File: src/rtl/arbitro_pkg.sv
// Shared definitions for the arbitro_1 / arbitro_2 arbiter pair: queue count,
// class-field placement and the one-hot queue encoder.
package arbitro_pkg;

  localparam int NUM_QUEUES = 4;

  // Class field sits in the top two bits of every word, counted down from the MSB.
  localparam int CLASS_MSB = 1;
  localparam int CLASS_LSB = 2;

  function automatic logic [NUM_QUEUES-1:0] onehot4(input logic [1:0] idx);
    logic [NUM_QUEUES-1:0] oh;
    oh = '0;
    oh[idx] = 1'b1;
    return oh;
  endfunction

endpackage

File: src/rtl/arbitro_1_sel.sv
// Cyclic priority scan: first eligible queue starting at ptr and wrapping mod 4.
module arbitro_1_sel
  import arbitro_pkg::*;
(
  input  logic [1:0]            ptr,
  input  logic [NUM_QUEUES-1:0] eligible,
  output logic [1:0]            g,
  output logic                  valid
);

  logic [1:0] idx;

  // NOTE: every output of a combinational block gets a default before any
  // conditional assignment, otherwise a latch is inferred.
  always_comb begin
    g     = '0;
    valid = 1'b0;
    idx   = '0;
    // Scan farthest-first so the closest eligible queue to ptr wins last.
    for (int k = NUM_QUEUES - 1; k >= 0; k--) begin
      idx = ptr + 2'(k);
      if (eligible[idx]) begin
        g     = idx;
        valid = 1'b1;
      end
    end
  end

endmodule

File: src/rtl/arbitro_1.sv
// Burst-weighted round-robin arbiter draining four FWFT queues into the
// intermediate FIFO, with combinational Pop and registered Push/data_out.
module arbitro_1
  import arbitro_pkg::*;
#(
  parameter int DATA_WIDTH = 10,
  parameter int BURST      = 2
) (
  input  logic                  clk,
  input  logic                  reset_L,
  input  logic [NUM_QUEUES-1:0] FIFO_empty,
  input  logic [DATA_WIDTH-1:0] data_in0,
  input  logic [DATA_WIDTH-1:0] data_in1,
  input  logic [DATA_WIDTH-1:0] data_in2,
  input  logic [DATA_WIDTH-1:0] data_in3,
  input  logic                  Almost_full,
  output logic [NUM_QUEUES-1:0] Pop,
  output logic                  Push,
  output logic [DATA_WIDTH-1:0] data_out
);

  localparam logic [2:0] BURST_LEN = 3'(BURST);

  logic [1:0]            ptr;
  logic [2:0]            cnt;
  logic [1:0]            g;
  logic                  sel_valid;
  logic                  grant_ok;
  logic [2:0]            n;
  logic [DATA_WIDTH-1:0] sel_data;

  arbitro_1_sel u_sel (
    .ptr      (ptr),
    .eligible (~FIFO_empty),
    .g        (g),
    .valid    (sel_valid)
  );

  // Reset is part of the grant qualifier so Pop drops in the reset cycle itself.
  assign grant_ok = reset_L && !Almost_full && sel_valid;
  assign Pop      = grant_ok ? onehot4(g) : '0;
  assign n        = (g == ptr) ? cnt + 3'd1 : 3'd1;

  always_comb begin
    case (g)
      2'd0:    sel_data = data_in0;
      2'd1:    sel_data = data_in1;
      2'd2:    sel_data = data_in2;
      default: sel_data = data_in3;
    endcase
  end

  // NOTE: sequential state is updated only with non-blocking assignments so
  // every register samples pre-edge values regardless of statement order.
  always_ff @(posedge clk) begin
    if (!reset_L) begin
      Push     <= 1'b0;
      data_out <= '0;
      ptr      <= '0;
      cnt      <= '0;
    end else if (grant_ok) begin
      Push     <= 1'b1;
      data_out <= sel_data;
      if (n == BURST_LEN) begin
        ptr <= g + 2'd1;
        cnt <= '0;
      end else begin
        ptr <= g;
        cnt <= n;
      end
    end else begin
      Push <= 1'b0;
    end
  end

endmodule
File: config.mk
export PLATFORM = sky130hd
export DESIGN_NAME = arbitro_1
export DESIGN_NICKNAME = d
export VERILOG_FILES = /design/src/rtl/arbitro_pkg.sv /design/src/rtl/arbitro_1_sel.sv /design/src/rtl/arbitro_1.sv
export SDC_FILE = /design/constraint.sdc
export NUM_CORES = 1
export LEC_CHECK = 0
export ABC_AREA = 1
export CORE_MARGIN = 10
export CORE_UTILIZATION = 42
export DETAILED_ROUTE_END_ITERATION = 10
export GPL_ROUTABILITY_DRIVEN = 0
export PLACE_DENSITY = 0.82
export SLEW_MARGIN = 20
export SYNTH_ARGS = -nofsm -noshare
export SYNTH_HDL_FRONTEND = slang
export SYNTH_SLANG_ARGS = --single-unit
export TNS_END_PERCENT = 10
File: constraint.sdc
create_clock -name clk -period 2.48 [get_ports clk]
set_input_delay 0.496 -clock clk [delete_from_list [all_inputs] [get_ports clk]]
set_output_delay 0.496 -clock clk [all_outputs]
set_load 0.1 [all_outputs]
==> flow_summary.json, run 1 <==
{
  "status": "finished, violations left",
  "violations": "setup timing",
  "yosysWarnings": 0,
  "synth_area_leaders": "dfxtp_1 24%, nand2_1 15%, a211oi_2 9.2%",
  "pwr-share-clk_pct": 4.3,
  "p_int_uw": 1350,
  "fp.dieArea_mm2": 0.00591,
  "die-height_um": 76.9,
  "timing.reg2reg.worst_path_depth": 14,
  "cp-start-kind": "primary input",
  "io_buffers": 61,
  "synth_edf_count": 0,
  "yosysTopAreaCellShare_pct": 23.6,
  "swShare_pct": 55.5,
  "synth_cell_type_count": 24,
  "clock-root-buffer": "clkbuf_4",
  "gr-usage-met3_pct": 2.10,
  "synthAdderAreaFrac_pct": 5.52,
  "yosys.area_share.simple_pct": 42.4,
  "synth_top_family_by_area": "simple AND/OR/NAND/NOR gates",
  "rsz0062_at_grt": "yes",
  "grt_pass1_vias": 1752,
  "cts_buffers": 3,
  "ios": 62,
  "final_cells": 339,
  "synthTopCellsByCount": "56 x nand2_1, 20 x nor2_1, 16 x dfxtp_1, 16 x inv_1, 12 x nand2_2",
  "hpwl_um": 3820,
  "worstSetupPathType": "in2out",
  "placeableCoreArea_mm2": 0.00308,
  "post-route-drc-count": 0,
  "p_sw_uw": 1680,
  "syn_area_mm2": 0.00136,
  "avgViaCountPerCell": 5.35,
  "grt_busiest_layer": "met2",
  "vias": 1812,
  "antenna_found_initial": 0,
  "synth_compound_area_share_pct": 16.5,
  "clkSinkCount": 16,
  "synth_seq_area_share_pct": 23.6,
  "skew_ns": 0.00329,
  "wl_per_cell_um": 18.8,
  "async_flop_share_pct": 0,
  "synth_top_cell_by_area": "dfxtp_1",
  "hold_viol_final": 0,
  "whs_path_depth": 2,
  "setup_slack_ns": -0.185,
  "p_leak_uw": 0.00113,
  "grt-ovfl-total": 0,
  "track_usage_pct": 17.9,
  "report.final.setup_viol": 6,
  "drt_iter0_drc": 136,
  "synth_xor_area_share_pct": 0.645,
  "drv_slew": 0,
  "power.share.sequential_pct": 11.7,
  "tightest_slew_ns": 0.591,
  "max_freq_mhz": 375,
  "diodes": 0,
  "die_width_um": 76.9,
  "clk_latency_ns": 0.28,
  "grt_pass1_wl_um": 8780,
  "muxShareOfSynthArea_pct": 0,
  "period_share_pct": 107,
  "drtAntennaViolNets": 0,
  "combPwrFrac_pct": 83.9,
  "max_slew_margin_pct": 60.5,
  "synthToLayoutAreaGrowth_pct": 87.7,
  "finalCriticalPeriod_ns": 2.67,
  "h-tree-depth": 1,
  "min_path_type": "reg2reg",
  "critPathMaxFanout": 3,
  "initial_utilization_pct": 44.1,
  "cap_violations": 0,
  "synthFlopType": "dfxtp_1",
  "synth_seq_cells": 16,
  "arrival_ns": 2.17,
  "use_met2_pct": 35.0,
  "syn_inst": 202,
  "crit_path_end_kind": "primary output",
  "path_clk_slew_ns": 0.08,
  "synth_most_common_cell": "nand2_1",
  "cts_tree": "done",
  "synth_area_per_cell_um2": 6.73,
  "routed_wl_um": 6380,
  "cts_buffer_depth": 2,
  "total_power_uw": 3020,
  "required_ns": 1.98,
  "dp.cells": 315,
  "row_count": 20,
  "syn-num-nets": 255,
  "drt-pass1-iter-count": 5,
  "met1_usage_pct": 18.8,
  "powerDensity_mw_per_mm2": 1190,
  "final_nets": 350,
  "max-vdd-ir-drop_v": 0.000680,
  "grt_max_degree": 28,
  "layout-drive-gt1-share_pct": 45.4
}
-- final timing paths --
kind,slack (ns),start,end
worst max-delay path,-0.19,FIFO_empty[3],Pop[3]
worst min-delay path,0.51,cnt[1]$_SDFFE_PN0N_,cnt[1]$_SDFFE_PN0N_
worst max register to register,0.04,ptr[0]$_SDFFE_PN0N_,data_out[0]$_SDFFE_PN0N_
worst min register to register,0.51,cnt[1]$_SDFFE_PN0N_,cnt[1]$_SDFFE_PN0N_
-- area by class of cell --
cell class                 instances  area [um^2]
timing repair buffer              99          925
multi-input combinational        152         1110
clock buffer                       3         22.5
fill                             180          528
tap                               44         55.1
inverter                          25          106
sequential                        16          328
-- power by group through the flow --
stage | clock (uW) | sequential, uW | combinational (uW)
2_1_floorplan | 0 | 526 | 1070
3_3_place_gp | 0 | 349 | 1800
3_5_place_dp | 0 | 352 | 1840
4_1_cts | 134 | 350 | 2160
5_1_grt | 142 | 360 | 2650
6_report | 131 | 355 | 2540
-- per-stage QoR --
stage / hold slack, ns / instance area [um^2] / setup TNS [ns] / utilization [%] / setup slack [ns]
floorplan: 0.460 / 1390 / -0.190 / - / -0.0652
global placement: 0.471 / 2150 / -2.18 / 69.9 / -0.232
detailed placement: 0.498 / 2150 / -3.34 / 69.9 / -0.325
CTS: 0.513 / 2400 / -0.0226 / 78.1 / -0.0136
global route: 0.519 / 2550 / -1.67 / 82.8 / -0.221
finish: 0.512 / 2550 / -0.666 / 82.8 / -0.185
-- registers in the layout (all words and copies together) (netlist names) --
signal / cells
data_out: 10
cnt: 3
ptr: 2
Push: 1
-- placed cells by master, fill, tap and decap left out, types with 7 or more instances in the layout --
cell type        count
nand3_2              7
dfxtp_1             14
inv_2               11
a211oi_2            10
clkdlybuf4s50_1     42
buf_4               44
inv_1               11
nand2_2             13
nand4_1             11
o21ai_0             10
nor2_1              14
nand2_4              9
nand2_1             44
-- per-layer routing --
metal / vias to the layer above / wire [um]
li1: 843 / -
met1: 867 / 2380
met2: 77 / 3390
met3: 25 / 329
met4: 0 / 278
met5: - / 0
-- what timing repair did --
item / in CTS / in global routing
hold buffers: 0 / 0
buffers inserted: 17 / 4
gates resized for setup: 38 / 31
hold endpoints to repair: 0 / 0
pin swaps: 17 / 10
endpoints found under the setup margin: 4 / 8
-- worst max-delay path, cell delays in order --
cell             delay [ns]
clkdlybuf4s15_1        0.24
nand2_2                0.16
nand3_2                0.12
nand2_1                0.13
inv_2                  0.05
nand2_4                0.10
nor2_4                 0.04
a21oi_4                0.19
buf_6                  0.15
ha_4                   0.13
inv_2                  0.04
nor2_4                 0.12
buf_12                 0.18
-- kinds of logic (layout without fill, tap and decap cells) --
kind of cell | Yosys count | after routing
simple gates | 118 | 118
buf+inv | 34 | 127
compound gates | 27 | 27
fa+ha+maj | 6 | 6
xor+xnor | 1 | 1
flops | 16 | 16
Note: power is estimated with default switching activity, not from simulation.
==> inputs of run 2 (changes only) <==
CORE_UTILIZATION = 24   (was 42)
PLACE_DENSITY = 0.52   (was 0.82)
==> flow_summary.json, run 2 (synthesis gave the netlist of run 1 again) <==
{
  "row_count": 27,
  "max_freq_mhz": 403,
  "post-route-drc-count": 0,
  "clock-root-buffer": "clkbuf_8",
  "hold_ws_ns": 0.486,
  "antenna_found_initial": 0,
  "placeableCoreArea_mm2": 0.00551,
  "postLayoutCellArea_mm2": 0.00258,
  "finalCriticalPeriod_ns": 2.48,
  "cts_buffers": 3,
  "critPathMaxFanout": 4,
  "grt_pass1_vias": 1538,
  "crit_path_end_kind": "primary output",
  "clk_latency_ns": 0.24,
  "dp_slack_ns": -0.328,
  "violations": "setup timing",
  "layout-drive-gt1-share_pct": 44.8,
  "h-tree-depth": 1,
  "worstSetupPathType": "in2out",
  "drt_iter0_drc": 70,
  "cts_tree": "done",
  "track_usage_pct": 10.1,
  "dp.cells": 352,
  "synthToLayoutAreaGrowth_pct": 89.6,
  "drtAntennaViolNets": 0,
  "grt_max_degree": 16,
  "crit_path_top_delay_cell": "clkdlybuf4s15_2",
  "wl_per_cell_um": 13.3,
  "cp-start-kind": "primary input",
  "cpPeakStageDelay_ns": 0.20,
  "whs_path_depth": 2,
  "min_path_type": "reg2reg",
  "ff2ff_setup_slack_ns": 0.12,
  "hold_viol_final": 0,
  "min_from": "cnt[2]$_SDFFE_PN0N_",
  "largest_register_ffs": 10,
  "final_nets": 354,
  "grt-ovfl-total": 0,
  "arrival_ns": 1.99,
  "cap_violations": 0,
  "final_cell_mix": "48 x nand2_1, 48 x buf_4, 42 x clkdlybuf4s50_1",
  "grt_pass1_wl_um": 7500,
  "rr_endpoint": "data_out[0]$_SDFFE_PN0N_",
  "max_slew_margin_pct": 77.1,
  "final_cells": 371,
  "tns_ns": -0.00122,
  "die_width_um": 95.2,
  "hpwl_um": 3950,
  "regMostFlops": "data_out",
  "die-height_um": 95.2,
  "max-vdd-ir-drop_v": 0.000476,
  "top_regs": "data_out (10), cnt (3), ptr (2)",
  "dpl_cell_area_mm2": 0.00227,
  "period_share_pct": 100,
  "ios": 62,
  "tightest_slew_ns": 0.344,
  "worst_hold_path.endpoint": "cnt[2]$_SDFFE_PN0N_",
  "clkSinkCount": 16,
  "status": "finished, violations left",
  "initial_utilization_pct": 24.7,
  "avgViaCountPerCell": 4.27,
  "cts_buffer_depth": 2,
  "drt-pass1-iter-count": 4,
  "path_clk_slew_ns": 0.06,
  "required_ns": 1.98,
  "fp.dieArea_mm2": 0.00907,
  "powerDensity_mw_per_mm2": 1110,
  "routed_wl_um": 4920,
  "rsz0062_at_grt": "yes",
  "regToRegStartpoint": "ptr[0]$_SDFFE_PN0N_",
  "crit_chain": "clkdlybuf4s15_2, nand2_2, nand3_1, nand2_1, inv_2, nand2_2, nor2_2, a21oi_2, buf_4, ha_4, inv_2, nor2_4, buf_12",
  "report.final.setup_viol": 1,
  "io_buffers": 61,
  "holdBufCountCts": 0,
  "skew_ns": 0.00112,
  "diodes": 0,
  "vias": 1584,
  "drv_slew": 0,
  "timing.reg2reg.worst_path_depth": 17,
  "setup_slack_ns": -0.00122,
  "p_leak_uw": 0.00115
}
run 2: cell count changes in the layout (fill, tap and decap cells not counted), moves of 3 or more:
cell	previous run	this run
clkbuf_4	3	0
o21ai_0	10	7
clkbuf_8	0	3
nand2_4	9	6
buf_4	44	48
o21ai_1	2	5
nand2_1	44	48
run 2: worst max-delay path by stage:
stage	slack [ns]	start	end
after floorplan	-0.07	FIFO_empty[1]	Pop[2]
after global placement	-0.29	FIFO_empty[0]	Pop[3]
after detailed placement	-0.33	FIFO_empty[0]	Pop[3]
after CTS	0.01	ptr[0]$_SDFFE_PN0N_	Pop[3]
after global routing	-0.11	ptr[0]$_SDFFE_PN0N_	Pop[3]
final	-0.001	FIFO_empty[3]	Pop[3]
run 2: area by class of cell:
class,count,area [um^2]
sequential,16,328
inverter,25,104
clock buffer,3,41.3
tap,72,90.1
multi-input combinational,152,1040
timing repair buffer,103,976
fill,550,2930
run 2: per-stage QoR:
stage          total power (uW)  util [%]
4_1_cts                    2650      44.2
3_3_place_gp               2250      41.1
3_5_place_dp               2240      41.1
2_1_floorplan              1590         -
6_report                   2860      46.8
5_1_grt                    3110      46.8
run 2: worst max-delay path, delay by kind of cell:
family / cells / cell delay, ns
buffers and inverters: 5 / 0.63
adder cells (fa/ha/maj): 1 / 0.12
AO/OA/AOI/OAI: 1 / 0.20
AND/OR/NAND/NOR: 6 / 0.55
run 2: repair_timing:
action,in CTS,in global routing
endpoints found under the setup margin,7,4
buffers inserted,10,6
endpoints found under the hold margin,0,0
pin swaps,9,15
gates resized for setup,27,28
run 2: layer usage:
| layer | up-vias | GRT usage [%] | part of all wire [%] |
|---|---|---|---|
| met4 | 0 | 1.50 | 0.65 |
| met5 | - | 0 | 0 |
| met2 | 12 | 18.6 | 55 |
| met3 | 4 | 1.02 | 1.9 |
| met1 | 712 | 12.4 | 42 |
| li1 | 856 | - | - |
run 2: where the power goes:
group | switching [uW] | internal (uW) | leakage [uW]
registers | 43.4 | 306 | 0.000133
logic | 1330 | 995 | 0.000994
clock network | 76.5 | 107 | 0.0000216
==> inputs of run 3 (changes only) <==
SKIP_CTS_REPAIR_TIMING = 1   (was default)
==> flow_summary.json, run 3 (synthesis gave the netlist of run 1 again) <==
{
  "max-vdd-ir-drop_v": 0.000475,
  "synthToLayoutAreaGrowth_pct": 87.5,
  "antenna_found_initial": 0,
  "cap_violations": 0,
  "fill_cells": 550,
  "grt_pass1_vias": 1461,
  "layout-drive-gt1-share_pct": 41.5,
  "setup_slack_ns": 0.0380,
  "period_share_pct": 98.5,
  "required_ns": 1.98,
  "routed_wl_um": 4800,
  "rsz0062_at_grt": "yes",
  "grt_pass1_wl_um": 7240,
  "max_freq_mhz": 409,
  "drt_iter0_drc": 64,
  "die_width_um": 95.2,
  "grt_max_degree": 16,
  "vias": 1521,
  "post-route-drc-count": 0,
  "avgViaCountPerCell": 4.21,
  "largest_register_ffs": 10,
  "crit_path_end_kind": "primary output",
  "wl_per_cell_um": 13.3,
  "finalCriticalPeriod_ns": 2.44,
  "top_regs": "data_out (10), cnt (3), ptr (2)",
  "multiInputGateArea_mm2": 0.00106,
  "hold_ws_ns": 0.486,
  "min_path_type": "reg2reg",
  "ios": 62,
  "drt-pass1-iter-count": 4,
  "arrival_ns": 1.95,
  "cts_tree": "done",
  "placeableCoreArea_mm2": 0.00551,
  "max_slew_margin_pct": 76.2,
  "final_cell_mix": "49 x nand2_1, 42 x clkdlybuf4s50_1, 38 x buf_4",
  "dp_slack_ns": -0.328,
  "cts_buffers": 3,
  "track_usage_pct": 9.70,
  "powerDensity_mw_per_mm2": 1100,
  "p_leak_uw": 0.00113,
  "skew_ns": 0.000991,
  "h-tree-depth": 1,
  "cts_buffer_depth": 2,
  "grt-ovfl-total": 0,
  "layout_commonest_cell": "nand2_1",
  "diodes": 0,
  "clock-root-buffer": "clkbuf_8",
  "drv_slew": 0,
  "fp.dieArea_mm2": 0.00907,
  "hold_viol_final": 0,
  "report.final.setup_viol": 0,
  "drtAntennaViolNets": 0,
  "status": "finished clean",
  "postLayoutCellArea_mm2": 0.00255,
  "die-height_um": 95.2,
  "final_nets": 344,
  "row_count": 27,
  "final_cells": 361,
  "regMostFlops": "data_out",
  "path_clk_slew_ns": 0.06,
  "io_buffers": 61,
  "cp-start-kind": "primary input",
  "dp.cells": 352,
  "dpl_cell_area_mm2": 0.00227,
  "seq_area_um2": 328,
  "initial_utilization_pct": 24.7,
  "hpwl_um": 3950,
  "tightest_slew_ns": 0.357,
  "critPathMaxFanout": 4,
  "clk_latency_ns": 0.24,
  "worstSetupPathType": "in2out",
  "clkSinkCount": 16
}
[run 3: metal layers]
layer	vias to the layer above	GRT usage, %	share of wire (%)
li1	835	-	-
met1	671	12.4	43
met2	13	17.3	55
met3	2	1.02	1.7
met4	0	1.50	0.33
met5	-	0	0
[run 3: through the flow]
step	utilization, %	setup TNS (ns)	total power, uW
2_1_floorplan	-	-0.190	1590
3_3_place_gp	41.1	-3.07	2250
3_5_place_dp	41.1	-3.65	2240
4_1_cts	41.9	-1.28	2430
5_1_grt	46.3	-0.272	3050
6_report	46.3	0	2810
[run 3: path summary, 6_finish.rpt]
path,start,end,slack [ns],depth (start not counted)
worst min-delay path,cnt[2]$_SDFFE_PN0N_,cnt[2]$_SDFFE_PN0N_,0.49,2
worst max-delay path,FIFO_empty[3],Pop[3],0.04,13
worst max register to register,ptr[0]$_SDFFE_PN0N_,data_out[9]$_SDFFE_PN0N_,0.28,15
worst min register to register,cnt[2]$_SDFFE_PN0N_,cnt[2]$_SDFFE_PN0N_,0.49,2
[run 3: cell type report]
type / instances / share of cell area, %
Clock buffer: 3 / 1.62
Inverter: 25 / 4.47
Multi-Input combinational cell: 152 / 41.8
Sequential cell: 16 / 12.9
Tap cell: 72 / 3.54
Timing Repair Buffer: 93 / 35.7
[run 3: worst max-delay path, cell delays in order]
cell and delay (ns):
dlymetal6s2s_1 0.13, nand2_1 0.13, nand3_2 0.11, nand2_2 0.08, nand3_2 0.09, nand2_4 0.11
nor2_4 0.04, a21oi_4 0.20, buf_6 0.14, ha_4 0.11, inv_2 0.04, nor2_4 0.09
buf_12 0.18
[run 3: where the power goes]
group          internal, uW  switching, uW  leakage, uW
clock                   107           76.4    0.0000216
combinational           919           1350     0.000979
sequential              306           50.7     0.000133
